File: src/rtl/fifo_pkg.sv
// Shared constants and helper functions for the parametrised FIFO family.
package fifo_pkg;

    localparam int DEF_WIDTH = 8;
    localparam int DEF_DEPTH = 8;

    // Ceiling log2; clog2(1) is 0. Usable in parameter expressions.
    function automatic int clog2(input int value);
        int result;
        result = 0;
        while ((32'sd1 <<< result) < value) begin
            result = result + 1;
        end
        return result;
    endfunction

    // Advance a pointer by one and wrap at depth-1 explicitly. Depth need
    // not be a power of two, so plain binary overflow is not enough.
    function automatic int unsigned ptr_inc(input int unsigned ptr,
                                            input int unsigned depth);
        if (ptr >= (depth - 32'd1)) begin
            return 32'd0;
        end else begin
            return ptr + 32'd1;
        end
    endfunction

endpackage

File: src/rtl/fifo_param_if.sv
// Producer/consumer-facing bus of the parametrised FIFO.
interface fifo_param_if
    import fifo_pkg::*;
#(
    parameter int WIDTH = DEF_WIDTH,
    parameter int DEPTH = DEF_DEPTH
);
    localparam int CW = clog2(DEPTH + 1);

    logic             wn;
    logic             rn;
    logic [WIDTH-1:0] DATAIN;
    logic [WIDTH-1:0] DATAOUT;
    logic             full;
    logic             empty;
    logic             almost_full;
    logic             almost_empty;
    logic [CW-1:0]    count;
    logic             overflow;
    logic             underflow;

    // Side that issues writes and reads.
    modport master (
        output wn, rn, DATAIN,
        input  DATAOUT, full, empty, almost_full, almost_empty,
               count, overflow, underflow
    );

    // The FIFO itself.
    modport slave (
        input  wn, rn, DATAIN,
        output DATAOUT, full, empty, almost_full, almost_empty,
               count, overflow, underflow
    );

endinterface

File: src/rtl/fifo_mem.sv
// Simple dual-port register array: synchronous write, synchronous read
// whose output register holds its value when no read is requested.
module fifo_mem
    import fifo_pkg::*;
#(
    parameter int WIDTH = DEF_WIDTH,
    parameter int DEPTH = DEF_DEPTH,
    parameter int AW    = clog2(DEPTH)
) (
    input  logic             clock,
    input  logic             reset,
    input  logic             we,
    input  logic [AW-1:0]    waddr,
    input  logic [WIDTH-1:0] wdata,
    input  logic             re,
    input  logic [AW-1:0]    raddr,
    output logic [WIDTH-1:0] rdata
);

    logic [WIDTH-1:0] mem_q [DEPTH];
    logic [WIDTH-1:0] rdata_q;

    // Storage array; contents intentionally survive reset.
    always_ff @(posedge clock) begin
        if (we) begin
            mem_q[waddr] <= wdata;
        end
    end

    // Read register: cleared by reset, loads on read, otherwise holds.
    // A same-edge write to raddr is not visible here (old data is read),
    // which is exactly what a simultaneous read/write on a full FIFO needs.
    always_ff @(posedge clock) begin
        if (reset) begin
            rdata_q <= {WIDTH{1'b0}};
        end else if (re) begin
            rdata_q <= mem_q[raddr];
        end else begin
            rdata_q <= rdata_q;
        end
    end

    assign rdata = rdata_q;

endmodule

File: src/rtl/fifo_param.sv
// Parametrised single-clock FIFO: pointers, occupancy count, threshold
// flags and sticky error flags around a fifo_mem register array.
module fifo_param
    import fifo_pkg::*;
#(
    parameter int WIDTH     = DEF_WIDTH,
    parameter int DEPTH     = DEF_DEPTH,
    parameter int AF_MARGIN = 1,
    parameter int AE_MARGIN = 1
) (
    input  logic         clock,
    input  logic         reset,
    fifo_param_if.slave  bus
);

    localparam int AW = clog2(DEPTH);
    localparam int CW = clog2(DEPTH + 1);

    localparam logic [CW-1:0] FULL_LEVEL = CW'(DEPTH);
    localparam logic [CW-1:0] AF_LEVEL   = CW'(DEPTH - AF_MARGIN);
    localparam logic [CW-1:0] AE_LEVEL   = CW'(AE_MARGIN);

    logic [AW-1:0]    wr_ptr_q, wr_ptr_d;
    logic [AW-1:0]    rd_ptr_q, rd_ptr_d;
    logic [CW-1:0]    count_q, count_d;
    logic             overflow_q, overflow_d;
    logic             underflow_q, underflow_d;

    logic             full_s;
    logic             empty_s;
    logic             wr_ok_s;
    logic             rd_ok_s;
    logic [WIDTH-1:0] rdata_s;

    // Status flags are decoded straight from the registered count.
    assign full_s  = (count_q == FULL_LEVEL);
    assign empty_s = (count_q == {CW{1'b0}});

    // A write on a full FIFO still goes through when a read frees a slot
    // on the same edge; a read on an empty FIFO is never bypassed.
    assign wr_ok_s = bus.wn && (!full_s || bus.rn);
    assign rd_ok_s = bus.rn && !empty_s;

    // Next-state for pointers, count and sticky error flags.
    always_comb begin
        wr_ptr_d    = wr_ptr_q;
        rd_ptr_d    = rd_ptr_q;
        count_d     = count_q;
        overflow_d  = overflow_q;
        underflow_d = underflow_q;

        if (wr_ok_s) begin
            wr_ptr_d = AW'(ptr_inc(32'(wr_ptr_q), DEPTH));
        end else begin
            wr_ptr_d = wr_ptr_q;
        end

        if (rd_ok_s) begin
            rd_ptr_d = AW'(ptr_inc(32'(rd_ptr_q), DEPTH));
        end else begin
            rd_ptr_d = rd_ptr_q;
        end

        case ({wr_ok_s, rd_ok_s})
            2'b10:   count_d = count_q + {{(CW-1){1'b0}}, 1'b1};
            2'b01:   count_d = count_q - {{(CW-1){1'b0}}, 1'b1};
            default: count_d = count_q;
        endcase

        if (bus.wn && !wr_ok_s) begin
            overflow_d = 1'b1;
        end else begin
            overflow_d = overflow_q;
        end

        if (bus.rn && empty_s) begin
            underflow_d = 1'b1;
        end else begin
            underflow_d = underflow_q;
        end
    end

    // State registers with synchronous reset; reset discards queued data.
    always_ff @(posedge clock) begin
        if (reset) begin
            wr_ptr_q    <= {AW{1'b0}};
            rd_ptr_q    <= {AW{1'b0}};
            count_q     <= {CW{1'b0}};
            overflow_q  <= 1'b0;
            underflow_q <= 1'b0;
        end else begin
            wr_ptr_q    <= wr_ptr_d;
            rd_ptr_q    <= rd_ptr_d;
            count_q     <= count_d;
            overflow_q  <= overflow_d;
            underflow_q <= underflow_d;
        end
    end

    fifo_mem #(
        .WIDTH (WIDTH),
        .DEPTH (DEPTH),
        .AW    (AW)
    ) u_mem (
        .clock (clock),
        .reset (reset),
        .we    (wr_ok_s),
        .waddr (wr_ptr_q),
        .wdata (bus.DATAIN),
        .re    (rd_ok_s),
        .raddr (rd_ptr_q),
        .rdata (rdata_s)
    );

    assign bus.DATAOUT      = rdata_s;
    assign bus.full         = full_s;
    assign bus.empty        = empty_s;
    assign bus.almost_full  = (count_q >= AF_LEVEL);
    assign bus.almost_empty = (count_q <= AE_LEVEL);
    assign bus.count        = count_q;
    assign bus.overflow     = overflow_q;
    assign bus.underflow    = underflow_q;

endmodule

File: src/flat_wrapper.sv
// flat-port wrapper written by rule: the top's interface ports become plain ports
module fifo_param_flat import fifo_pkg::*;
#(
    parameter int WIDTH     = DEF_WIDTH,
    parameter int DEPTH     = DEF_DEPTH,
    parameter int AF_MARGIN = 1,
    parameter int AE_MARGIN = 1
)
  (clock, reset, bus_wn, bus_rn, bus_DATAIN, bus_DATAOUT, bus_full, bus_empty, bus_almost_full, bus_almost_empty, bus_count, bus_overflow, bus_underflow);
  fifo_param_if #(.WIDTH(WIDTH), .DEPTH(DEPTH)) bus_i ();
  input  logic clock;
  input  logic reset;
  input wire logic [$bits(bus_i.wn)-1:0] bus_wn;
  input wire logic [$bits(bus_i.rn)-1:0] bus_rn;
  input wire logic [$bits(bus_i.DATAIN)-1:0] bus_DATAIN;
  output wire logic [$bits(bus_i.DATAOUT)-1:0] bus_DATAOUT;
  output wire logic [$bits(bus_i.full)-1:0] bus_full;
  output wire logic [$bits(bus_i.empty)-1:0] bus_empty;
  output wire logic [$bits(bus_i.almost_full)-1:0] bus_almost_full;
  output wire logic [$bits(bus_i.almost_empty)-1:0] bus_almost_empty;
  output wire logic [$bits(bus_i.count)-1:0] bus_count;
  output wire logic [$bits(bus_i.overflow)-1:0] bus_overflow;
  output wire logic [$bits(bus_i.underflow)-1:0] bus_underflow;
  assign bus_i.wn = bus_wn;
  assign bus_i.rn = bus_rn;
  assign bus_i.DATAIN = bus_DATAIN;
  assign bus_DATAOUT = bus_i.DATAOUT;
  assign bus_full = bus_i.full;
  assign bus_empty = bus_i.empty;
  assign bus_almost_full = bus_i.almost_full;
  assign bus_almost_empty = bus_i.almost_empty;
  assign bus_count = bus_i.count;
  assign bus_overflow = bus_i.overflow;
  assign bus_underflow = bus_i.underflow;
  fifo_param #(.WIDTH(WIDTH), .DEPTH(DEPTH), .AF_MARGIN(AF_MARGIN), .AE_MARGIN(AE_MARGIN)) u_core (.clock(clock), .reset(reset), .bus(bus_i));
endmodule
File: config.mk
export PLATFORM = sky130hd
export DESIGN_NAME = fifo_param_flat
export DESIGN_NICKNAME = d
export VERILOG_FILES = /design/src/rtl/fifo_pkg.sv /design/src/rtl/fifo_param_if.sv /design/src/rtl/fifo_mem.sv /design/src/rtl/fifo_param.sv /design/src/flat_wrapper.sv
export SDC_FILE = /design/constraint.sdc
export NUM_CORES = 1
export LEC_CHECK = 0
export ABC_AREA = 1
export BUFFER_PORTS_ARGS = -buffer_cell sky130_fd_sc_hd__buf_4
export CORE_MARGIN = 5
export CORE_UTILIZATION = 59
export CTS_BUF_LIST = sky130_fd_sc_hd__clkbuf_16
export CTS_CLUSTER_SIZE = 28
export DETAILED_ROUTE_END_ITERATION = 16
export PLACE_DENSITY_LB_ADDON = 0.15
export SETUP_SLACK_MARGIN = 0.3
export SLEW_MARGIN = 40
export SYNTH_ARGS = -nofsm -noshare
export SYNTH_HDL_FRONTEND = slang
export SYNTH_SLANG_ARGS = --single-unit
export TNS_END_PERCENT = 20
File: constraint.sdc
create_clock -name clock -period 2.7 [get_ports clock]
set_clock_uncertainty 0.15 [all_clocks]
set_input_delay 0.27 -clock clock [delete_from_list [all_inputs] [get_ports clock]]
set_output_delay 0.27 -clock clock [all_outputs]
set_load 0.005 [all_outputs]
==> impl_results.md, run 1 <==
- WL final: about 7.5 mm
- Starting Density: between 50% and 60%
- Worst-margin pin slew: roughly 0.72 ns
- P&R area growth vs syn: 13.9%
- Fmax: ~450 MHz
- Final #Nets: 439
- Worst hold path class: in2reg
- Max-cap viol count: 0
- First-pass GRT wire length: about 12 mm
- Setup TNS: 0 ns
- Dpl hpwl: 5.14 mm
- 1st-iter DRT viols: ~190
- Crit path kind: reg2reg
- IO Pins: 30
- Die Span Y: between 80 and 90 µm
- Final hold vios: 0
- Crit-path max FO: 8
- Sequential share of the synthesized area: 61.8%
- Status: finished, final reports clean
- Die area: just over 8000 µm²
- Slew HR: between 50% and 60%
- Worst skew pair latency: 0.33 ns
- Syn Inst Count: about 390
- Pre-antenna DRT Iters: 4
- Synth unique cells: 25
- Clock-pin slew on the worst setup and hold paths: ~0.060 ns
- Number of synthesized flops with an enable pin: 64
- Post-place instance area: 4000 µm²
- Filler instances: 478
- H-tree Lvls: 3
- IO Port Bufs: 29
- GRT Util Overall: roughly 20%
- RSZ-0062 raised after global routing: false
- Fin crit share: between 80% and 90%
- Core area: around 6300 µm²
- Post-cts resize count: 0
- Yosys warns: 0
- Syn avg cell area: between 9 and 10 µm²
- Synth top cells by count: 106 x nand2_1, 64 x edfxtp_1, 63 x inv_1
- Worst VDD drop: 0.000701 V
- Post-route ant nets: 0
- Vias: 2599
- Sink Count: 84
- Clk root buf: clkbuf_16
- Final setup vio count: 0
- Initial antenna violation count: 0
- P_leak: 1.88 nW
- Synth Register Bits: 84
- Synth Flop Type: edfxtp_1
- CTS tree: yes
- Syn Std Cell Area: between 3000 and 4000 µm²
- Synth area leaders: edfxtp_1 51%, dfxtp_1 11%, nand2_1 11%
- Slew Limit Fails: 0
- Final min period: between 2 and 2.5 ns
- Clock Tree Buf Depth: 2
- Count leader, synth: nand2_1
- Vias in the first global route: 2452
- Req. time, crit path: ~2.5 ns
- DR vias/cell: between 5 and 6
- CTS buffer count: 9
- HP Start: bus_DATAIN[2]
- Share of layout cells above drive strength 1: 14.9%
- FF-to-FF Start: u_core.bus.count[0]
- Synth async-reset ratio: 0%
- Std-Cell Rows: 29
- GP Congestion: between 0.8 and 0.9
- Post-CTS Setup Repair Bufs: 0
- Cell Pwr Density: 871 nW/µm²
- # DRC: 0
- Critical path startpoint: u_core.bus.count[0]
- Leading area contributor after synthesis: edfxtp_1
- Crit path DAT: ~2 ns
- CP Capture Type: flip-flop
- Antenna Cells: 0
- Hold_buf cts: 0
- Startpoint Class: flip-flop
- Post-synth net total: a little over 400
- Synth top area share: 51.1%
- Overflow left after global routing: 0
- Pin count of the biggest net entering global routing: 35
- Die X: about 90 µm
- Design area: 4280 µm²
- WL per Instance: roughly 15 µm
==> critical path, cell delays in order (launching register included) <==
cell     delay, ns
dfxtp_1       0.37
inv_1         0.11
ha_1          0.26
nand3_2       0.10
o21ai_2       0.12
inv_1         0.09
nand2_1       0.09
nor2_1        0.54
==> area by class of cell <==
class	count	area (µm²)	share of cell area, %
inverter	69	264	6.17
clock inverter	6	56.3	1.32
sequential	84	2320	54.3
multi-input combinational	219	1050	24.4
clock buffer	9	225	5.26
timing repair buffer	36	270	6.31
tap	77	96.3	2.25
==> layout by cell type, fill, tap and decap left out, types with 2 or more instances in the layout <==
| master | n |
|---|---|
| dfxtp_1 | 20 |
| nand3_1 | 49 |
| inv_1 | 63 |
| nor2_1 | 18 |
| edfxtp_1 | 64 |
| inv_4 | 2 |
| inv_2 | 4 |
| buf_4 | 36 |
| ha_1 | 8 |
| nand2_1 | 106 |
| a21oi_1 | 19 |
| a21oi_2 | 2 |
| nor2_4 | 2 |
| o21ai_0 | 7 |
| clkinv_2 | 3 |
| clkbuf_16 | 9 |
==> report_power, final <==
group          switching [W]  internal [W]  total [W]
clock               0.000475      0.000702    0.00118
sequential         0.0000938       0.00149    0.00158
combinational       0.000594      0.000372   0.000966
==> path summary, 6_finish.rpt <==
kind                                            endpoint  slack [ns]  cells past startpoint
worst min register to register       u_core.bus.overflow        0.30                      2
worst max-delay path            u_core.u_mem.mem_q[3][4]        0.49                      7
worst max register to register  u_core.u_mem.mem_q[3][4]        0.49                      7
worst min-delay path            u_core.u_mem.mem_q[6][2]        0.03                      1
==> metal layers <==
metal	up-vias	part of all wire, %	global-route usage (%)
li1	1308	-	-
met1	1211	46	26.8
met2	71	47	29.6
met3	9	5.4	5.76
met4	0	1.5	6.93
met5	-	0	0
==> through the flow <==
stage	instances	hold slack, ns	total power (W)	setup slack (ns)	util [%]
after CTS	500	0.0225	0.00376	0.455	68.2
after global placement	485	0.293	0.00255	0.538	63.7
after global routing	500	0.0246	0.00395	0.319	68.2
final	500	0.0320	0.00373	0.493	68.2
after floorplan	387	0.219	0.00229	0.655	-
after detailed placement	485	0.299	0.00257	0.464	63.7
==> flip-flops by register name, summed over array words and instances (netlist names) <==
signal,flops
u_core.u_mem.rdata,8
u_core.bus.count,4
u_core.wr_ptr_q,3
u_core.rd_ptr_q,3
u_core.bus.overflow,1
u_core.u_mem.mem_q,64
u_core.bus.underflow,1
==> cells by family after synthesis <==
group	count (synthesis)	share of synthesized area, %
compound gates	31	4.56
buf+inv	84	10.4
xor+xnor	1	0.233
flops	84	61.8
simple gates	179	20.4
fa+ha+maj	8	2.66
Note: power is estimated with default switching activity, not from simulation.
==> inputs of run 2 (changes only) <==
Clock period 2.7 ns to 2.1 ns, I/O delays scaled along.
==> impl_results.md, run 2 (synthesis gave the netlist of run 1 again) <==
- Clock-pin slew on the worst setup and hold paths: 0.06 ns (about the same)
- Sink Count: 84 (unchanged)
- Crit path kind: reg2reg
- CTS buffer count: 9 (unchanged)
- Largest stage delay, worst path: 0.36 ns (-0.18 ns)
- Commonest non-fill, non-tap cell in the layout: nand2_1
- RSZ-0062 raised after global routing: true
- GRT Util Overall: 21.0% (+1.5 points)
- Clk root buf: clkbuf_16
- Worst-path cell chain: inv_4, ha_4, nand3_4, o21ai_4, or2_4, nor2_2, buf_6
- Pre-antenna DRT Iters: 5 (+1)
- H-tree Lvls: 3 (unchanged)
- Slew Limit Fails: 0 (unchanged)
- Met3 Track Usage GR: 4.51% (-1.3 points)
- Req. time, crit path: 2.00 ns (-0.51 ns)
- Std-Cell Rows: 29 (unchanged)
- Die Span Y: 89.8 µm (unchanged)
- Vias: 2700 (+3.9%)
- P&R area growth vs syn: 18.1%
- Clock Tree Buf Depth: 2 (unchanged)
- GP Congestion: 0.867 (-0.98%)
- Max reg flops: 64 (unchanged)
- Register area: 2330 µm² (+0.38%)
- Met2 Use GR: 35.7% (+6.0 points)
- Final min period: 1.77 ns (-0.441 ns)
- Slew HR: 70.5% (+19 points)
- Cell Pwr Density: 1100 nW/µm² (+27%)
- CTS tree: yes
- Multi-input logic area: 1140 µm² (+9.2%)
- Final #Nets: 445 (+1.4%)
- Worst slack at placement: -0.00530 ns (-0.469 ns)
- Final setup margin: 0.333 ns (-0.159 ns)
- Final setup vio count: 0 (unchanged)
- Post-route ant nets: 0 (unchanged)
- 1st-iter DRT viols: 167 (-9.7%)
- Worst VDD drop: 0.000721 V (+2.8%)
- Initial antenna violation count: 0 (unchanged)
- Register with the most flip-flops: u_core.u_mem.mem_q
- Dpl hpwl: 5.54 mm (+7.7%)
- Most frequent cells in the layout: 105 x nand2_1, 64 x inv_1, 64 x edfxtp_1, 49 x nand3_1, 40 x buf_4
- Pin count of the biggest net entering global routing: 35 (unchanged)
- Core area: 6280 µm² (unchanged)
- Filler instances: 474 (-0.84%)
- Worst-margin pin slew: 0.442 ns (-0.280 ns)
- HP Start: bus_DATAIN[1]
- Max-cap viol count: 0 (unchanged)
- IO Pins: 30 (unchanged)
- Worst skew pair latency: 0.33 ns (about the same)
- Crit path DAT: 1.66 ns (-0.36 ns)
- WL per Instance: 16.1 µm (+7.9%)
- P_leak: 1.93 nW (+2.3%)
- FF-to-FF Start: u_core.bus.count[0]
- WL final: 8.18 mm (+9.5%)
- Die X: 89.8 µm (unchanged)
- Die area: 8060 µm² (unchanged)
- Global routing's busiest layer: met2
- Startpoint Class: flip-flop
- Fmax: 566 MHz (+25%)
- Final hold vios: 0 (unchanged)
- Share of layout cells above drive strength 1: 19.1% (+4.2 points)
- Vias in the first global route: 2614 (+6.6%)
- Starting Density: 59.9% (unchanged)
- Status: finished, final reports clean
- Worst hold path class: in2reg
- Antenna Cells: 0 (unchanged)
- First-pass GRT wire length: 13.1 mm (+6.5%)
- Placed cells: 485 (unchanged)
- Fin crit share: 84.1% (+2.4 points)
- Crit-path max FO: 8 (unchanged)
- IO Port Bufs: 29 (unchanged)
- # DRC: 0 (unchanged)
- DR vias/cell: 5.33 (+2.5%)
- Post-route insts no fill: 507 (+1.4%)
- Critical path startpoint: u_core.bus.count[0]
- CP max stage cell: dfxtp_4
- Overflow left after global routing: 0 (unchanged)
- CP Capture Type: flip-flop
- Met1 GRT Util: 25.6% (-1.2 points)
## run 2: layout make-up
cell class,count,share of cell area [%]
Clock buffer,10,5.64
Clock inverter,6,0.536
Inverter,69,6.12
Multi-Input combinational cell,219,25.7
Sequential cell,84,52.5
Tap cell,77,2.17
Timing Repair Buffer,42,7.25
## run 2: routing by layer
| metal | vias to the layer above | part of all wire (%) | routed length (µm) |
|---|---|---|---|
| met1 | 1265 | 39 | 3170 |
| met3 | 23 | 5.7 | 466 |
| li1 | 1317 | - | - |
| met4 | 0 | 2.6 | 209 |
| met2 | 95 | 53 | 4330 |
| met5 | - | 0 | 0 |
## run 2: where the power goes
part	switching [W]	internal, W
combinational	0.000841	0.000584
sequential	0.000106	0.00193
clock	0.000581	0.000849
total	0.00153	0.00336
## run 2: timing repair
item / 4_1_cts / 5_1_grt
buffers inserted: 1 / 4
endpoints found under the setup margin: 58 / 79
gates resized for setup: 17 / 11
pin swaps: 3 / 4
hold buffers: 1 / 0
hold endpoints to repair: 7 / 0
## run 2: through the flow
step	setup TNS [ns]	total power (W)	util [%]	area [µm²]	hold WS, ns
global route	0	0.00516	70.7	4440	0.00201
CTS	0	0.00482	69.8	4380	0.000232
floorplan	0	0.00299	-	3790	0.159
finish	0	0.00489	70.7	4440	0.000296
detailed placement	-0.0411	0.00336	64.3	4030	0.297
global placement	0	0.00334	64.3	4030	0.295
## run 2: critical path: cells and delay by family (launching register included)
family | cells | cell delay (ns)
simple gates | 3 | 0.51
flops | 1 | 0.36
buf+inv | 2 | 0.21
fa+ha+maj | 1 | 0.17
compound gates | 1 | 0.08
## run 2: path summary, 6_finish.rpt
check | slack [ns] | cells past startpoint | end
setup / recovery | 0.33 | 7 | u_core.u_mem.mem_q[6][3]
hold / removal | 0.0003 | 1 | u_core.u_mem.mem_q[5][1]
setup reg to reg | 0.33 | 7 | u_core.u_mem.mem_q[6][3]
hold reg to reg | 0.30 | 2 | u_core.bus.overflow
